[src/rtl/riscv_pkg.sv]
// Shared defaults and IF/ID control encoding for the fetch front end.
package riscv_pkg;

  localparam int          XLEN_DEF      = 32;
  localparam logic [31:0] RESET_PC_DEF  = 32'h0000_0000;
  localparam logic [31:0] NOP_INSTR_DEF = 32'h0000_0013;
  localparam int          PC_STEP_DEF   = 4;

  typedef enum logic [1:0] {
    IFID_LOAD  = 2'd0,
    IFID_HOLD  = 2'd1,
    IFID_CLEAR = 2'd2
  } ifid_op_e;

  // A missing memory response becomes a bubble, same as a flush.
  function automatic ifid_op_e ifid_op(
    input logic flush,
    input logic stall,
    input logic ready
  );
    if (flush)       return IFID_CLEAR;
    else if (stall)  return IFID_HOLD;
    else if (!ready) return IFID_CLEAR;
    else             return IFID_LOAD;
  endfunction

endpackage

[src/rtl/if_id_reg.sv]
// IF/ID pipeline register: flush > stall > bubble > load.
module if_id_reg
  import riscv_pkg::*;
#(
  parameter int          XLEN      = XLEN_DEF,
  parameter logic [31:0] NOP_INSTR = NOP_INSTR_DEF
) (
  input  logic            clk,
  input  logic            rst,
  input  logic            i_flush,
  input  logic            i_stall,
  input  logic            i_ready,
  input  logic [31:0]     i_instr,
  input  logic [XLEN-1:0] i_pc,
  input  logic [XLEN-1:0] i_pc_plus,
  input  logic            i_fault,
  output logic [31:0]     o_instr,
  output logic [XLEN-1:0] o_pc,
  output logic [XLEN-1:0] o_pc_plus,
  output logic            o_valid,
  output logic            o_fault
);

  ifid_op_e w_op;

  logic [31:0]     r_instr;
  logic [XLEN-1:0] r_pc;
  logic [XLEN-1:0] r_pc_plus;
  logic            r_valid;
  logic            r_fault;

  always_comb begin
    w_op = ifid_op(i_flush, i_stall, i_ready);
  end

  always_ff @(posedge clk or posedge rst) begin
    if (rst) begin
      r_instr   <= NOP_INSTR;
      r_pc      <= '0;
      r_pc_plus <= '0;
      r_valid   <= 1'b0;
      r_fault   <= 1'b0;
    end else begin
      unique case (w_op)
        IFID_CLEAR: begin
          r_instr   <= NOP_INSTR;
          r_pc      <= '0;
          r_pc_plus <= '0;
          r_valid   <= 1'b0;
          r_fault   <= 1'b0;
        end
        IFID_LOAD: begin
          r_instr   <= i_instr;
          r_pc      <= i_pc;
          r_pc_plus <= i_pc_plus;
          r_valid   <= 1'b1;
          r_fault   <= i_fault;
        end
        default: begin
        end
      endcase
    end
  end

  assign o_instr   = r_instr;
  assign o_pc      = r_pc;
  assign o_pc_plus = r_pc_plus;
  assign o_valid   = r_valid;
  assign o_fault   = r_fault;

endmodule

[src/rtl/fetch_pipe.sv]
// Fetch stage: PC register, PC+step adder, redirect mux and IF/ID register.
module fetch_pipe
  import riscv_pkg::*;
#(
  parameter int             XLEN      = XLEN_DEF,
  parameter logic [XLEN-1:0] RESET_PC = RESET_PC_DEF,
  parameter int             PC_STEP   = PC_STEP_DEF,
  parameter logic [31:0]    NOP_INSTR = NOP_INSTR_DEF
) (
  input  logic            clk,
  input  logic            rst,
  input  logic            StallF,
  input  logic            FlushD,
  input  logic            PCSrcE,
  input  logic [XLEN-1:0] PCTargetE,
  output logic [XLEN-1:0] imem_addr,
  output logic            imem_req,
  input  logic [31:0]     imem_rdata,
  input  logic            imem_ready,
  output logic [31:0]     InstrD,
  output logic [XLEN-1:0] PCD,
  output logic [XLEN-1:0] PCPlus4D,
  output logic            ValidD,
  output logic            FaultD
);

  logic [XLEN-1:0] r_pcf;
  logic            r_fault_f;
  logic [XLEN-1:0] w_pc_plus_f;
  logic [XLEN-1:0] w_pc_next;
  logic            w_fault_next;

  assign w_pc_plus_f = r_pcf + XLEN'(PC_STEP);
  assign imem_addr   = r_pcf;
  assign imem_req    = !rst && !StallF;

  // Redirect overrides stall; the low target bits only raise a fault flag.
  always_comb begin
    w_pc_next    = r_pcf;
    w_fault_next = r_fault_f;
    if (PCSrcE) begin
      w_pc_next    = {PCTargetE[XLEN-1:2], 2'b00};
      w_fault_next = |PCTargetE[1:0];
    end else if (!StallF && imem_ready) begin
      w_pc_next    = w_pc_plus_f;
      w_fault_next = 1'b0;
    end
  end

  always_ff @(posedge clk or posedge rst) begin
    if (rst) begin
      r_pcf     <= RESET_PC;
      r_fault_f <= 1'b0;
    end else begin
      r_pcf     <= w_pc_next;
      r_fault_f <= w_fault_next;
    end
  end

  if_id_reg #(
    .XLEN      (XLEN),
    .NOP_INSTR (NOP_INSTR)
  ) u_if_id (
    .clk       (clk),
    .rst       (rst),
    .i_flush   (FlushD | PCSrcE),
    .i_stall   (StallF),
    .i_ready   (imem_ready),
    .i_instr   (imem_rdata),
    .i_pc      (r_pcf),
    .i_pc_plus (w_pc_plus_f),
    .i_fault   (r_fault_f),
    .o_instr   (InstrD),
    .o_pc      (PCD),
    .o_pc_plus (PCPlus4D),
    .o_valid   (ValidD),
    .o_fault   (FaultD)
  );

endmodule

[config.mk]
export PLATFORM = sky130hd
export DESIGN_NAME = fetch_pipe
export DESIGN_NICKNAME = d
export VERILOG_FILES = /design/src/rtl/riscv_pkg.sv /design/src/rtl/if_id_reg.sv /design/src/rtl/fetch_pipe.sv
export SDC_FILE = /design/constraint.sdc
export NUM_CORES = 1
export LEC_CHECK = 0
export CAP_MARGIN = 20
export CORE_ASPECT_RATIO = 1.1
export CORE_MARGIN = 8
export CORE_UTILIZATION = 27
export DETAILED_ROUTE_END_ITERATION = 7
export PLACE_DENSITY = 0.6
export SYNTH_ARGS = -nofsm -noshare
export SYNTH_HDL_FRONTEND = slang
export SYNTH_SLANG_ARGS = --single-unit
[constraint.sdc]
create_clock -name clk -period 5 [get_ports clk]
set_input_delay 1 -clock clk [delete_from_list [all_inputs] [get_ports clk]]
set_output_delay 1 -clock clk [all_outputs]
set_load 0.005 [all_outputs]
==> results of run 1 <==
## flip-flops by register name, summed over array words and instances, names as in the netlist
name and count:
u_if_id.o_pc_plus 30, u_if_id.o_instr 32, u_if_id.o_valid 1, u_if_id.o_fault 1, imem_addr 30, u_if_id.o_pc 30, r_fault_f 1
## worst register-to-register path, cell delays in order, from the launching register on
cell and delay, ns:
dfrtp_1 0.53, nand3_2 0.40, nor4_4 1.00, nand3_1 0.20, xor2_1 0.21, o21ai_1 0.07
## cell families (layout without fill, tap and decap cells)
family                     count (synthesis)  after routing
and+or+nand+nor                          162            162
AOI/OAI and AO/OA                        125            125
DFF                                      125            125
xor gates and xnor gates                  57             57
buffers and inverters                     50            234
adders and majority gates                  1              1
other                                      1              6
muxes                                      1              1
## through the flow
step                  util  instance area, um^2  instances  total power [mW]
finish              0.4060                 8298        967             2.614
global route        0.4060                 8298        967             2.729
CTS                 0.4047                 8270        966             2.652
detailed placement  0.3766                 7696        934             1.418
global placement    0.3766                 7696        934             1.417
floorplan                -                 5612        527             1.242
## worst max path at each step
stage / from / end / slack, ns / cells after the start
6_report: StallF / imem_req / 1.85 / 3
5_1_grt: StallF / imem_req / 1.83 / 3
4_1_cts: StallF / imem_req / 1.84 / 3
3_5_place_dp: StallF / imem_req / 1.84 / 3
3_3_place_gp: StallF / imem_req / 1.84 / 3
2_1_floorplan: rst / imem_addr[10]$_DFFE_PP0N_ / 0.68 / 1
## per-layer routing
metal	vias to the layer above	wire [um]
met5	-	0
met4	0	228
met3	15	1452
met2	161	8550
met1	2257	8402
li1	2173	-
## layout make-up
cell class                 count  area (um^2)  share of cell area
clock buffer                  24        481.7             0.05805
inverter                       1        8.758            0.001055
clock inverter                 8        92.59             0.01116
multi-input combinational    352         2253              0.2716
tap                          256        320.3             0.03860
sequential                   125         3132              0.3774
timing repair buffer         201         2009              0.2422
## report_power, final
part	leakage [nW]	switching, mW	internal, mW
Combinational	1.41	0.121	0.159
Sequential	1.67	0.0672	1.05
Clock	0.284	0.447	0.769
## layout by cell type, fill, tap and decap left out, types with 5 or more instances in the layout
cell,instances
buf_4,6
clkinv_2,5
a22o_1,61
nand3_1,17
o21ai_0,18
nor2_2,6
clkdlybuf4s50_1,193
dfrtp_1,122
conb_1,6
nor2_1,15
o21ai_1,39
nand4_1,16
xnor2_1,23
clkbuf_16,17
nand2_1,78
xor2_1,34
==> impl_metrics.yaml, run 1 <==
floorplanning:
  die_w_um: 153.2
  initial_utilization: 0.2736
  core_area_um2: 20440
  placementRows: 55
  die-area_um2: 25580
  dieHeight_um: 167.0
  ios: 201
critical_path:
  crit_chain: "clkdlybuf4s50_1 -> nor2_1 -> clkdlybuf4s50_1"
  timing.rr.start: "imem_addr[6]$_DFFE_PP0N_"
  endpoint_kind: "output port"
  arrival_ns: 2.15
  crit_buf_inv: 2
  cp.required_ns: 4.00
  critPathMostFrequentCell: "clkdlybuf4s50_1"
  rr_endpoint: "imem_addr[25]$_DFFE_PP0N_"
  max_stage_delay_ns: 0.51
  reg2reg_setup_slack_ns: 2.46
  worstPathMaxFanout: 6
  crit_family: "buffers and inverters"
  worstSetupStartpointType: "primary input"
  cp_slowest_cell: "clkdlybuf4s50_1"
  reg2reg_depth: 5
  path_class: "primary input to output port"
timing:
  rsz0062_at_grt: "no"
  setup_tns_ns: 0
  hold_slack_ns: 0.4742
  min_period_over_period: 0.6305
  hold_viol: 0
  tightestPinTransition_ns: 1.023
  fin_crit_ns: 3.153
  timing.fmax_ghz: 0.3172
  setup_viol: 0
  fin_skew_ns: 0.01291
  setup_slack_ns: 1.847
  slew_viol_final: 0
  relSlewSlack: 0.3132
global_routing:
  gr-total-overflow: 0
  grt_start_max_net_pins: 102
  grtUsageMet1: 0.1944
  use_met2: 0.2272
  grt_usage: 0.1491
  grt-busiest-layer: "met2"
  use_met3: 0.05307
  grt_pass1_wl_um: 29500
  grt_pass1_vias: 4815
  antenna_found_initial: 0
hold_path:
  min_path_cells: 2
  holdCritStartpoint: "u_if_id.o_valid$_DFFE_PP0P_"
  hold_end: "u_if_id.o_valid$_DFFE_PP0P_"
  hold_path.class: "flop to flop"
logic_synthesis:
  netlist_area_um2: 5593
  synth.top_cell.area_share: 0.5459
  syn_area_per_cell_um2: 10.71
  synth_compound_area_frac: 0.1562
  synthMuxAreaShare: 0.001790
  yosys_warnings: 0
  ys_top_cells_by_area: "dfrtp_1 (55%), a22o_1 (9.6%), xor2_1 (5.3%)"
  ys_ff_latch: 125
  synth-simple-area-share: 0.1481
  yosysMostFrequentCell: "dfrtp_1"
  synth_edf_count: 0
  synth_area_leader_cell: "dfrtp_1"
  yosysSeqAreaShare: 0.5600
  syn_inst: 522
  synth.distinct_cells: 41
  synth_commonest_cells: "dfrtp_1 (122), nand2_1 (78), a22o_1 (61)"
  async_flop_share: 1.000
  synthFlopType: "dfrtp_1"
  yosys.area_share.adder: 0.002237
  synth_top_family_by_area: "compound AO/OA/AOI/OAI gates"
  synth_xor_area_frac: 0.08926
placement:
  gp_congestion: 0.7550
  dp_hpwl_um: 12670
  place_ws_ns: 1.840
  io_buffers: 194
route:
  via_per_inst: 4.763
  drcViolationCount: 0
  postRouteAntennaNets: 0
  drt-initial-drc-count: 293
  routed_wire_length_per_instance_um: 19.27
  vias: 4606
  routed_wl_um: 18630
  first_pass_iters: 4
clock_tree:
  insertion_delay_ns: 0.42
  clockBufferDepth: 2
  cts.htree.levels: 4
  cts_root_buf: "clkbuf_16"
  ctsResizeCount: 0
  cts_hold_buf: 0
  clkTransAtPathRegs_ns: 0.05
  numCtsBuffers: 17
  cts_tree: "done"
  cts_setup_buffers: 0
  clock_sinks: 125
cells_and_area:
  drive_above_1_share: 0.08439
  fin_nets: 769
  areaGrowthSynthToFinish_pct: 48.37
  nFillCells: 2016
  diodes: 0
pwr:
  ir_drop_mv: 0.2164
  p_per_area_nw_per_um2: 315.1
  power.leakage_nw: 3.360
status:
  status: "completed"
job:
  maxCapViolations: 0
Note: power is estimated with default switching activity, not from simulation.
==> run 2: changes to the inputs <==
--- a/config.mk
+++ b/config.mk
@@ -10,7 +10,7 @@
 export CORE_MARGIN = 8
 export CORE_UTILIZATION = 27
 export DETAILED_ROUTE_END_ITERATION = 7
-export PLACE_DENSITY = 0.6
+export PLACE_DENSITY = 0.62
 export SYNTH_ARGS = -nofsm -noshare
 export SYNTH_HDL_FRONTEND = slang
 export SYNTH_SLANG_ARGS = --single-unit
==> constraint.sdc (replaced) <==
create_clock -name clk -period 2.85 [get_ports clk]
set_input_delay 0.57 -clock clk [delete_from_list [all_inputs] [get_ports clk]]
set_output_delay 0.57 -clock clk [all_outputs]
set_load 0.005 [all_outputs]
==> run 2 against run 1 <==
Net effect: highest routed layer is now met5; critical path type unchanged; clock-buffer cell count fell by 3; setup slack worse by 1.3 ns; worst hold slack improved by 0.0077 ns; critical endpoint unchanged; largest power group unchanged; clock skew decreased by 0.0055 ns; die area unchanged.
==> impl_metrics.yaml, run 2 (synthesis gave the netlist of run 1 again) <==
timing:
  timing.fmax_ghz: 0.4255
  relSlewSlack: 0.5119
  setup_tns_ns: 0
  slew_viol_final: 0
  tightestPinTransition_ns: 0.7322
  min_period_over_period: 0.8246
  hold_viol: 0
  setup_viol: 0
  rsz0062_at_grt: "no"
  fin_skew_ns: 0.007447
  fin_crit_ns: 2.350
clock_tree:
  insertion_delay_ns: 0.42
  ctsResizeCount: 0
  cts_root_buf: "clkbuf_16"
  clock_sinks: 125
  cts_setup_buffers: 0
  clkTransAtPathRegs_ns: 0.06
  cts_hold_buf: 0
  clockBufferDepth: 2
  cts.htree.levels: 4
  numCtsBuffers: 17
  cts_tree: "done"
cells_and_area:
  largest_reg_flops: 32
  fin_nets: 777
  final_cell_mix: "clkdlybuf4s50_1 (193), dfrtp_1 (122), nand2_1 (78)"
  layout_commonest_cell: "clkdlybuf4s50_1"
  final_util: 0.4136
  areaGrowthSynthToFinish_pct: 51.14
  drive_above_1_share: 0.09736
  fin_cells: 976
pwr:
  p_per_area_nw_per_um2: 575.5
  p_clk_frac: 0.494
  swShare: 0.2344
  ir_drop_mv: 0.3980
  p_switching_mw: 1.140
  intPower_mw: 3.725
  seq_power_share: 0.403
  power.leakage_nw: 3.422
  p_comb_frac: 0.104
global_routing:
  grt_pass1_vias: 4964
  gr-total-overflow: 0
  grt_start_max_net_pins: 126
  use_met2: 0.2307
  antenna_found_initial: 2
  grt_usage: 0.1496
  use_met3: 0.06187
  grt-busiest-layer: "met2"
  grtUsageMet1: 0.1899
  grt_pass1_wl_um: 29800
route:
  vias: 4631
  first_pass_iters: 5
  drt-initial-drc-count: 202
  drcViolationCount: 0
  routed_wl_um: 18720
  via_per_inst: 4.745
  routed_wire_length_per_instance_um: 19.18
  postRouteAntennaNets: 0
placement:
  io_buffers: 194
  dp.cells: 943
  dp_hpwl_um: 13130
  gp_congestion: 0.7782
floorplanning:
  placementRows: 55
  dieHeight_um: 167.0
  die_w_um: 153.2
  initial_utilization: 0.2736
  ios: 201
  die-area_um2: 25580
  core_area_um2: 20440
hold_path:
  hold_path.class: "flop to flop"
  min_path_cells: 2
  hold_end: "u_if_id.o_pc_plus[2]$_DFFE_PP0P_"
  holdCritStartpoint: "u_if_id.o_pc_plus[2]$_DFFE_PP0P_"
status:
  status: "completed"
critical_path:
  reg2reg_setup_slack_ns: 0.65
  cp.required_ns: 2.28
  timing.rr.start: "imem_addr[3]$_DFFE_PP0N_"
  arrival_ns: 1.78
  worstPathMaxFanout: 6
  worstSetupStartpointType: "primary input"
  path_class: "primary input to output port"
  endpoint_kind: "output port"
  rr_endpoint: "u_if_id.o_pc_plus[16]$_DFFE_PP0P_"
  reg2reg_depth: 6
job:
  maxCapViolations: 0
## run 2: cell types whose count changed in the layout (fill, tap and decap cells not counted), moves of 2 or more
cell,change
buf_4,+6
bufinv_16,+3
clkinvlp_4,+4
clkinv_2,-3
clkbuf_1,-2
buf_12,+3
## run 2: worst max-delay path, cell delays in order
cell and delay, ns:
clkdlybuf4s50_1 0.49, nor2_1 0.15, clkdlybuf4s50_1 0.57
## run 2: layout make-up
class	count	area (um^2)
diodes	1	2.502
clock buffers	21	460.4
clock inverters	11	190.2
fillers	1982	11990
inverters	1	7.507
multi-input cells	352	2253
flip-flops and latches	125	3132
well taps	256	320.3
repair buffers	209	2087
## run 2: per-layer routing
metal | vias up | routed length (um)
met5 | - | 18
met3 | 19 | 1617
met1 | 2273 | 8456
li1 | 2182 | -
met2 | 153 | 8410
met4 | 4 | 214
## run 2: power groups by stage
stage               registers, mW  logic (mW)  clock network, mW
finish                       1.96       0.505               2.40
global route                 1.97       0.557               2.53
floorplan                    1.94       0.241                  0
detailed placement           1.99       0.513                  0
global placement             1.99       0.513                  0
CTS                          1.96       0.517               2.46
## run 2: worst max path at each step
stage                      start                   endpoint  slack, ns  cells after the start
after global routing      StallF                   imem_req       0.43                      3
after detailed placement  StallF  imem_addr[20]$_DFFE_PP0N_       0.47                      6
after CTS                 StallF                   imem_req       0.50                      3
after global placement       rst                   imem_req       0.50                      3
final                     StallF                   imem_req       0.50                      3
after floorplan              rst  imem_addr[10]$_DFFE_PP0N_       0.74                      1
## run 2: stage by stage
stage	cell area [um^2]	hold WS [ns]	total power, mW	setup slack (ns)
3_3_place_gp	7800	0.4627	2.503	0.4960
6_report	8453	0.4820	4.865	0.5000
3_5_place_dp	7800	0.4724	2.505	0.4677
5_1_grt	8451	0.5039	5.058	0.4325
4_1_cts	8451	0.4852	4.934	0.5011
2_1_floorplan	5615	0.4664	2.180	0.7432
